**src/rtl/eth_drain_pkg.sv**
```systemverilog
// Shared types, register map defaults and helpers for the RX drain engine.
package eth_drain_pkg;

  typedef enum logic [3:0] {
    S_IDLE,
    S_POLL,
    S_POLL_W,
    S_GAP,
    S_LEN,
    S_LEN_W,
    S_RD,
    S_RD_W,
    S_OUT,
    S_ACK
  } state_t;

  localparam logic [63:0] RSR_RECV_DONE_MASK  = 64'h10;
  localparam logic [63:0] RSR_RECV_FIRST_MASK = 64'h0F;

  localparam logic [14:0] RSR_OFFSET_DEF    = 15'h1FF0;
  localparam logic [14:0] RPLR_OFFSET_DEF   = 15'h1FE8;
  localparam logic [14:0] RXBUFF_OFFSET_DEF = 15'h4000;
  localparam logic [14:0] BUF_STRIDE_DEF    = 15'h0800;
  localparam int          MAX_LEN_DEF       = 1536;
  localparam int          POLL_GAP_DEF      = 16;

  // Byte-valid mask of the final beat; a length that is a multiple of 8 fills the beat.
  function automatic logic [7:0] last_keep(input logic [2:0] len_lo);
    logic [8:0] mask;
    mask = (9'd1 << len_lo) - 9'd1;
    return (len_lo == 3'd0) ? 8'hFF : mask[7:0];
  endfunction

endpackage

```
**src/rtl/eth_drain_outreg.sv**
```systemverilog
// Stream output holding register: a loaded beat stays put until the consumer takes it.
module eth_drain_outreg (
  input  logic        msoc_clk,
  input  logic        reset,
  input  logic        load,
  input  logic [63:0] load_data,
  input  logic [7:0]  load_keep,
  input  logic        load_last,
  input  logic        m_tready,
  output logic [63:0] m_tdata,
  output logic [7:0]  m_tkeep,
  output logic        m_tlast,
  output logic        m_tvalid
);

  // Capture a beat on load; valid drops only after a handshake, payload is never disturbed meanwhile.
  always_ff @(posedge msoc_clk) begin
    if (reset) begin
      m_tdata  <= '0;
      m_tkeep  <= '0;
      m_tlast  <= 1'b0;
      m_tvalid <= 1'b0;
    end else if (load) begin
      m_tdata  <= load_data;
      m_tkeep  <= load_keep;
      m_tlast  <= load_last;
      m_tvalid <= 1'b1;
    end else if (m_tvalid && m_tready) begin
      m_tvalid <= 1'b0;
    end
  end

endmodule

```
**src/rtl/eth_rx_drain.sv**
```systemverilog
// Bus master that polls the MAC receive status, streams each frame out and releases the buffer.
//
// state  | meaning
// IDLE   | waiting for enable
// POLL   | read receive status
// POLL_W | status arrives; frame pending -> LEN, else GAP
// GAP    | poll back-off timer
// LEN    | read packet length
// LEN_W  | length arrives; bad length -> ACK (dropped)
// RD     | read one buffer word
// RD_W   | word arrives, loaded into output register
// OUT    | wait for consumer handshake
// ACK    | write status to release the buffer
module eth_rx_drain import eth_drain_pkg::*; #(
  parameter logic [14:0] RSR_OFFSET    = RSR_OFFSET_DEF,
  parameter logic [14:0] RPLR_OFFSET   = RPLR_OFFSET_DEF,
  parameter logic [14:0] RXBUFF_OFFSET = RXBUFF_OFFSET_DEF,
  parameter logic [14:0] BUF_STRIDE    = BUF_STRIDE_DEF,
  parameter int          MAX_LEN       = MAX_LEN_DEF,
  parameter int          POLL_GAP      = POLL_GAP_DEF
) (
  input  logic        msoc_clk,
  input  logic        reset,
  input  logic        enable,
  output logic [14:0] core_lsu_addr,
  output logic [63:0] core_lsu_wdata,
  output logic [7:0]  core_lsu_be,
  output logic        ce_d,
  output logic        we_d,
  input  logic [63:0] framing_rdata,
  output logic [63:0] m_tdata,
  output logic [7:0]  m_tkeep,
  output logic        m_tlast,
  output logic        m_tvalid,
  input  logic        m_tready,
  output logic [15:0] pkt_count,
  output logic [15:0] drop_count,
  output logic        busy
);

  // GAP plus the IDLE re-check together span POLL_GAP cycles, giving a poll period of POLL_GAP+2.
  localparam logic [7:0]  GAP_LOAD  = 8'(POLL_GAP - 2);
  localparam logic [11:0] MAX_LEN_W = 12'(MAX_LEN);

  state_t      state, state_nxt;
  logic [7:0]  gap_cnt;
  logic [3:0]  buf_id;
  logic [2:0]  len_lo;
  logic [7:0]  words;
  logic [7:0]  idx;
  logic        load;

  logic [10:0] len_in;
  logic        bad_len;
  logic [7:0]  words_in;
  logic        rsr_done;
  logic        is_last;
  logic        hs;
  logic [14:0] buf_base;
  logic [14:0] rd_addr;

  assign len_in   = framing_rdata[10:0];
  assign bad_len  = (len_in == 11'd0) || (12'(len_in) > MAX_LEN_W);
  assign words_in = 8'((12'(len_in) + 12'd7) >> 3);
  assign rsr_done = (framing_rdata & RSR_RECV_DONE_MASK) != 64'd0;
  assign is_last  = (idx == words - 8'd1);
  assign hs       = m_tvalid && m_tready;
  assign buf_base = {11'd0, buf_id} * BUF_STRIDE;
  assign rd_addr  = RXBUFF_OFFSET + buf_base + {4'd0, idx, 3'd0};

  // State register.
  always_ff @(posedge msoc_clk) begin
    if (reset) state <= S_IDLE;
    else       state <= state_nxt;
  end

  // Next-state decode.
  always_comb begin
    state_nxt = state;
    unique case (state)
      S_IDLE:   if (enable) state_nxt = S_POLL;
      S_POLL:   state_nxt = S_POLL_W;
      S_POLL_W: state_nxt = rsr_done ? S_LEN : S_GAP;
      S_GAP:    if (gap_cnt == 8'd0) state_nxt = S_IDLE;
      S_LEN:    state_nxt = S_LEN_W;
      S_LEN_W:  state_nxt = bad_len ? S_ACK : S_RD;
      S_RD:     state_nxt = S_RD_W;
      S_RD_W:   state_nxt = S_OUT;
      S_OUT:    if (hs) state_nxt = m_tlast ? S_ACK : S_RD;
      S_ACK:    state_nxt = S_GAP;
      default:  state_nxt = S_IDLE;
    endcase
  end

  // Bus strobes, register load and busy flag, all decoded from the current state.
  always_comb begin
    core_lsu_addr  = '0;
    core_lsu_wdata = '0;
    core_lsu_be    = '0;
    ce_d           = 1'b0;
    we_d           = 1'b0;
    load           = 1'b0;
    busy           = !(state == S_IDLE || state == S_GAP);
    unique case (state)
      S_POLL: begin
        ce_d          = 1'b1;
        core_lsu_addr = RSR_OFFSET;
      end
      S_LEN: begin
        ce_d          = 1'b1;
        core_lsu_addr = RPLR_OFFSET;
      end
      S_RD: begin
        ce_d          = 1'b1;
        core_lsu_addr = rd_addr;
      end
      S_RD_W: load = 1'b1;
      S_ACK: begin
        ce_d           = 1'b1;
        we_d           = 1'b1;
        core_lsu_be    = 8'hFF;
        core_lsu_addr  = RSR_OFFSET;
        core_lsu_wdata = {60'd0, buf_id + 4'd1};
      end
      default: ;
    endcase
  end

  // Frame bookkeeping: buffer id, length, word index, back-off timer and counters.
  always_ff @(posedge msoc_clk) begin
    if (reset) begin
      gap_cnt    <= '0;
      buf_id     <= '0;
      len_lo     <= '0;
      words      <= '0;
      idx        <= '0;
      pkt_count  <= '0;
      drop_count <= '0;
    end else begin
      unique case (state)
        S_POLL_W: begin
          gap_cnt <= GAP_LOAD;
          if (rsr_done) buf_id <= 4'(framing_rdata & RSR_RECV_FIRST_MASK);
        end
        S_GAP: if (gap_cnt != 8'd0) gap_cnt <= gap_cnt - 8'd1;
        S_LEN_W: begin
          len_lo <= len_in[2:0];
          words  <= words_in;
          idx    <= '0;
          if (bad_len) drop_count <= drop_count + 16'd1;
        end
        S_OUT: if (hs) begin
          idx <= idx + 8'd1;
          if (m_tlast) pkt_count <= pkt_count + 16'd1;
        end
        S_ACK: gap_cnt <= GAP_LOAD;
        default: ;
      endcase
    end
  end

  eth_drain_outreg u_outreg (
    .msoc_clk  (msoc_clk),
    .reset     (reset),
    .load      (load),
    .load_data (framing_rdata),
    .load_keep (is_last ? last_keep(len_lo) : 8'hFF),
    .load_last (is_last),
    .m_tready  (m_tready),
    .m_tdata   (m_tdata),
    .m_tkeep   (m_tkeep),
    .m_tlast   (m_tlast),
    .m_tvalid  (m_tvalid)
  );

endmodule

```
**config.mk**
```make
export PLATFORM = sky130hd
export DESIGN_NAME = eth_rx_drain
export DESIGN_NICKNAME = d
export VERILOG_FILES = /design/src/rtl/eth_drain_pkg.sv /design/src/rtl/eth_drain_outreg.sv /design/src/rtl/eth_rx_drain.sv
export SDC_FILE = /design/constraint.sdc
export NUM_CORES = 1
export LEC_CHECK = 0
export CAP_MARGIN = 20
export CORE_ASPECT_RATIO = 0.75
export CORE_UTILIZATION = 45
export DETAILED_ROUTE_END_ITERATION = 10
export PLACE_DENSITY = 0.81
export SYNTH_ARGS = -nofsm -noshare
export SYNTH_HDL_FRONTEND = slang
export SYNTH_HIERARCHICAL = 1
export SYNTH_SLANG_ARGS = --single-unit
```
**constraint.sdc**
```tcl
create_clock -name msoc_clk -period 2.89 [get_ports msoc_clk]
set_input_delay 0.289 -clock msoc_clk [delete_from_list [all_inputs] [get_ports msoc_clk]]
set_output_delay 0.289 -clock msoc_clk [all_outputs]
set_load 0.05 [all_outputs]
```
==> results.toml, run 1 <==
[floorplan]
rows = 39
die_h_um = 110
ios = 264
dieArea_um2 = 16100
fp.dieW_um = 146
initial_utilization_pct = 46.0
core_um2 = 15200

[cts]
numCtsBuffers = 17
post_cts_buffers = 0
clk_pin_slew_ps = 70
clock-sinks = 141
tritoncts = "built"
insertion_delay_ps = 420
clockRootBuffer = "clkbuf_16"
clockBufferDepth = 2
post_cts_resize_count = 0
htree_num_levels = 4
cts_hold_buf = 0

[setup_path]
cp-start-kind = "flop"
worstSetupEndpointType = "output pin"
crit_path_max_fanout = 10
worstPathArrival_ps = 2420
cp_data_required_time_ps = 2600
crit_type = "flop to output pin"

[power_and_ir_drop]
comb_power_share_pct = 15.4
power.switching_uw = 1370
netSwitchingFraction_pct = 28.5
power.density_nw_per_um2 = 508
power.leakage_uw = 0.00365
peakVddDrop_mv = 0.414
power.internal_uw = 3440
clockPowerShare_pct = 43.8
p_seq_share_pct = 40.8

[placement]
gp_congestion = 0.833
dpl_cell_area_um2 = 8900
place_hpwl_mm = 12.2
io_buffers = 200

[grt]
grt_max_degree = 54
grt_util_all_layers_pct = 21.1
top_usage_layer = "met2"
grt_use_met3_pct = 5.64
grt.overflow.total = 0
grt_use_met1_pct = 27.6
antenna_found_initial = 0
met2_usage_pct = 34.5
grt_pass1_wl_mm = 26.9
grt_pass1_vias = 5362

[synthesis]
ys_ff_latch = 141
avgSynthCellArea_um2 = 8.93
netlist.area_leader.share_pct = 40.3
ys_seq_area_share_pct = 40.3
synth-async-reset-ratio_pct = 0
ys_warn_count = 6
synth_area_leaders = "dfxtp_1 (40%), mux2i_1 (12%), buf_4 (7.7%)"
synthDistinctLibCells = 61
yosys.area.top_type = "dfxtp_1"
synth-edff-count = 0
synthFlopType = "dfxtp_1"
netlist_instances = 784
netlist_area_um2 = 7000

[final_layout]
n_fill_cell = 1299
diodes = 0
design_area_um2 = 9490
drive_gt1_share_pct = 7.24
syn_to_final_growth_pct = 35.6
finalNetCount = 1042

[sta]
drv_slew = 0
fin_skew_ps = 14.2
setup_tns_ps = 0
setup_violations = 0
finalHoldViolations = 0
rsz0062_at_grt = "no"
timing.final.crit_period_ps = 2710
max_freq_mhz = 369
tightest_slew_ps = 636
slew_headroom_pct = 57.4
period_share_pct = 93.7

[route]
wl_per_cell_um = 14.1
via_per_inst = 4.89
drc_errors = 0
drtIter0Drc = 307
vias = 5799
drt-total-wl_mm = 16.8
first_pass_iters = 5
ant_nets = 0

[worst_hold_path]
hp-class = "input pin to flop"

[run]
drv_cap = 0

[status]
status = "finished, final reports clean"
-- layout by cell type, fill, tap and decap left out, types with 6 or more instances in the layout --
master,synthesis,final
a211oi_1,6,6
a21o_1,9,9
a21oi_1,29,29
and3_1,7,6
buf_12,6,11
buf_4,72,15
clkbuf_16,0,17
clkdlybuf4s50_1,0,179
clkinvlp_4,0,6
conb_1,2,64
dfxtp_1,141,141
dlymetal6s2s_1,0,9
ha_1,7,7
inv_1,13,13
mux2i_1,81,81
nand2_1,41,41
nand3_1,22,22
nand4_1,10,10
nor2_1,137,137
nor3_1,14,14
o21ai_0,18,18
or3_1,15,15
xnor2_1,23,23
xor2_1,29,29
-- flip-flops by register name, summed over array words and instances (netlist names) --
signal	cells
u_outreg/m_tdata	64
drop_count	16
pkt_count	16
gap_cnt	8
idx	8
u_outreg/m_tkeep	8
words	8
buf_id	4
state	4
len_lo	3
u_outreg/m_tlast	1
u_outreg/m_tvalid	1
-- synth_stat cells, drive strengths merged, types with 2 or more instances --
library cell	number
dfxtp	141
nor2	137
buf	93
mux2i	81
nand2	41
a21oi	29
xor2	29
xnor2	23
nand3	22
clkbuf	19
o21ai	19
nor3	15
or3	15
inv	14
nand4	10
a21o	9
and2	7
and3	7
ha	7
a211oi	6
nor4	6
a31oi	4
nand2b	4
nor2b	4
o2111ai	4
o211ai	4
o21a	4
and4	3
conb	2
nand3b	2
nor4b	2
o22ai	2
o311a	2
or3b	2
or4	2
-- critical path, cell delays in order, from the launching register on --
cell and delay [ps]:
dfxtp_1 490, inv_1 150, or3_1 430, nor2_1 140, clkdlybuf4s50_1 800
-- area by class of cell --
cell class	count	area (um2)	area share (%)
Multi-Input combinational cell	578	3550	37.4
Sequential cell	141	2820	29.7
Timing Repair Buffer	214	2240	23.6
Clock buffer	19	443	4.67
Tap cell	205	256	2.70
Clock inverter	13	130	1.37
Inverter	15	56.3	0.593
-- through the flow --
step | instances | total power [uW] | utilization [%] | worst slack, ps | hold slack [ps]
global route | 1185 | 5000 | 62.4 | 43.0 | 208
finish | 1185 | 4820 | 62.4 | 182 | 205
floorplan | 846 | 2530 | - | 687 | 425
detailed placement | 1153 | 2750 | 58.4 | 229 | 479
global placement | 1153 | 2740 | 58.4 | 295 | 471
CTS | 1185 | 4870 | 62.2 | 17.9 | 202
-- metal layers --
| metal | share of wire (%) | wire length, um |
|---|---|---|
| met5 | 0 | 0 |
| met3 | 6.8 | 1140 |
| met1 | 46 | 7690 |
| met2 | 46 | 7750 |
| met4 | 1.1 | 180 |
-- path summary, 6_finish.rpt --
path                                     startpoint                                end  slack (ps)  cells past startpoint
hold / removal                                reset          pkt_count[0]$_SDFFE_PP0P_         200                      2
setup / recovery              state[3]$_SDFFE_PP0P_                  core_lsu_wdata[3]         180                      4
setup reg to reg              words[0]$_SDFFE_PP0N_   u_outreg/m_tkeep[6]$_SDFFE_PP0P_         550                      9
hold reg to reg   u_outreg/m_tdata[30]$_SDFFE_PP0P_  u_outreg/m_tdata[30]$_SDFFE_PP0P_         490                      2
-- power by group through the flow --
stage	Sequential, uW	Clock, uW	Combinational [uW]
floorplan	2010	0	517
global placement	2010	0	731
detailed placement	2010	0	738
CTS	1970	2160	740
global route	1970	2250	783
finish	1970	2110	740
-- logic make-up after synthesis --
| group | share of synthesized area [%] |
|---|---|
| compound gates | 8.40 |
| simple gates | 19.3 |
| mux | 11.7 |
| other cells | 0.107 |
| buf+inv | 12.4 |
| flops | 40.3 |
| fa+ha+maj | 1.25 |
| xor+xnor | 6.51 |
Note: power is estimated with default switching activity, not from simulation.
==> run 2: changes to the inputs <==
PLACE_DENSITY = 0.86   (was 0.81)
==> results.toml, run 2 (synthesis results as in run 1) <==
[status]
status = "finished, final reports clean"

[placement]
gp_congestion = 0.848
io_buffers = 200
place_hpwl_mm = 12.0

[power_and_ir_drop]
power_uw = 5180
clockPowerShare_pct = 47.8
netSwitchingFraction_pct = 25.9
p_seq_share_pct = 38.0
peakVddDrop_mv = 0.487
power.switching_uw = 1340
power.density_nw_per_um2 = 541
power.leakage_uw = 0.00370
power.internal_uw = 3840
comb_power_share_pct = 14.2

[sta]
max_freq_mhz = 368
slew_headroom_pct = 53.8
tightest_slew_ps = 690
period_share_pct = 94.0
finalHoldViolations = 0
timing.final.crit_period_ps = 2720
drv_slew = 0
fin_skew_ps = 10.9
setup_violations = 0
rsz0062_at_grt = "no"
setup_tns_ps = 0

[final_layout]
syn_to_final_growth_pct = 36.7
n_fill_cell = 1241
drive_gt1_share_pct = 7.06
final_common_cell = "clkdlybuf4s50_1"
finalNetCount = 1040
diodes = 0
multiInputGateArea_um2 = 3550
reg.largest.list = "u_outreg/m_tdata x64, drop_count x16, pkt_count x16"
largest-register = "u_outreg/m_tdata"
final_cell_mix = "clkdlybuf4s50_1 (179), dfxtp_1 (141), nor2_1 (137), mux2i_1 (81), conb_1 (64)"
seq_area_um2 = 2820
largest_reg_flops = 64

[floorplan]
fp.dieW_um = 146
dieArea_um2 = 16100
initial_utilization_pct = 46.0
rows = 39
core_um2 = 15200
ios = 264
die_h_um = 110

[setup_path]
worstSetupEndpointType = "output pin"
crit_path_max_incr_delay_ps = 810
r2r_setup_slack_ps = 590
crit_path_max_fanout = 10
critPathSlowestCell = "clkdlybuf4s50_1"
worstPathArrival_ps = 2430
crit_type = "flop to output pin"
cp_data_required_time_ps = 2600
cp-start-kind = "flop"
crit_path_cell_trace = "inv_1, or3_1, nor2_1, clkdlybuf4s50_1"
rr_worst_depth = 9
r2r_end = "u_outreg/m_tkeep[4]$_SDFFE_PP0P_"
rr_startpoint = "words[0]$_SDFFE_PP0N_"

[cts]
clock-sinks = 141
cts_hold_buf = 0
clockBufferDepth = 2
htree_num_levels = 4
numCtsBuffers = 17
insertion_delay_ps = 410
tritoncts = "built"
clockRootBuffer = "clkbuf_16"
clk_pin_slew_ps = 70

[grt]
grt_util_all_layers_pct = 20.9
grt_pass1_wl_mm = 26.7
grt_pass1_vias = 5256
grt_max_degree = 72
grt.overflow.total = 0
antenna_found_initial = 0

[worst_hold_path]
min_from = "reset"
hp-class = "input pin to flop"
hold_path_end = "pkt_count[6]$_SDFFE_PP0P_"
min_path_cells = 2

[route]
first_pass_iters = 5
drtIter0Drc = 281
drc_errors = 0
drt-total-wl_mm = 16.9
via_per_inst = 4.93
vias = 5830
wl_per_cell_um = 14.3
ant_nets = 0

[run]
drv_cap = 0
[run 2: changes by cell type in the layout (fill, tap and decap cells not counted), sizes merged]
cell and change:
buf -2, clkinvlp -5, inv -4, clkinv +5
clkbuf -2, bufinv +5
[run 2: worst max path at each step]
stage | end | startpoint | depth (start not counted) | slack [ps]
floorplan | core_lsu_addr[14] | state[2]$_SDFFE_PP0P_ | 3 | 690
global placement | drop_count[15]$_SDFFE_PP0P_ | framing_rdata[6] | 6 | 280
detailed placement | drop_count[15]$_SDFFE_PP0P_ | framing_rdata[6] | 6 | 190
CTS | core_lsu_be[6] | state[3]$_SDFFE_PP0P_ | 4 | 20
global route | core_lsu_wdata[3] | state[3]$_SDFFE_PP0P_ | 4 | 30
finish | core_lsu_wdata[3] | state[3]$_SDFFE_PP0P_ | 4 | 170
[run 2: area by class of cell]
| cell class | instances | share of cell area [%] |
|---|---|---|
| flip-flops and latches | 141 | 29.5 |
| well taps | 205 | 2.68 |
| multi-input cells | 578 | 37.1 |
| clock buffers | 17 | 4.44 |
| clock inverters | 14 | 2.52 |
| repair buffers | 212 | 23.2 |
| inverters | 15 | 0.588 |
[run 2: repair_timing]
item | CTS | global route
resized for setup | 0 | 9
endpoints found under the setup margin | 0 | 9
buffers inserted | 0 | 0
hold endpoints to repair | 0 | 0
[run 2: power groups by stage]
stage          combinational (uW)  clock [uW]  sequential, uW
2_1_floorplan                 517           0            2010
3_3_place_gp                  729           0            2010
3_5_place_dp                  734           0            2010
4_1_cts                       737        2530            1970
5_1_grt                       776        2620            1970
6_report                      735        2480            1970
[run 2: layer usage]
metal / GRT usage, % / wire length (um) / vias to the layer above
met4: 5.65 / 124 / 0
met3: 4.40 / 989 / 10
met2: 34.5 / 7850 / 176
li1: - / - / 2895
met1: 28.0 / 7910 / 2749
met5: 0 / 0 / -
[run 2: through the flow]
step / utilization, % / instances / setup WS, ps / hold slack, ps / area (um2)
floorplan: - / 846 / 687 / 425 / 7230
CTS: 62.7 / 1182 / 16.2 / 314 / 9550
global route: 62.9 / 1182 / 30.7 / 333 / 9570
global placement: 58.3 / 1151 / 284 / 472 / 8880
finish: 62.9 / 1182 / 173 / 316 / 9570
detailed placement: 58.3 / 1151 / 187 / 479 / 8880
[run 2: worst max-delay path: cells and delay by family (launching register included)]
family / cells / cell delay [ps]
buf+inv: 2 / 970
flops: 1 / 490
simple gates: 2 / 560
==> run 3: changes to the inputs <==
SLEW_MARGIN = 20   (was default)
==> results of run 3 <==
No change in the layout: final DEF, timing and power equal those of run 2.
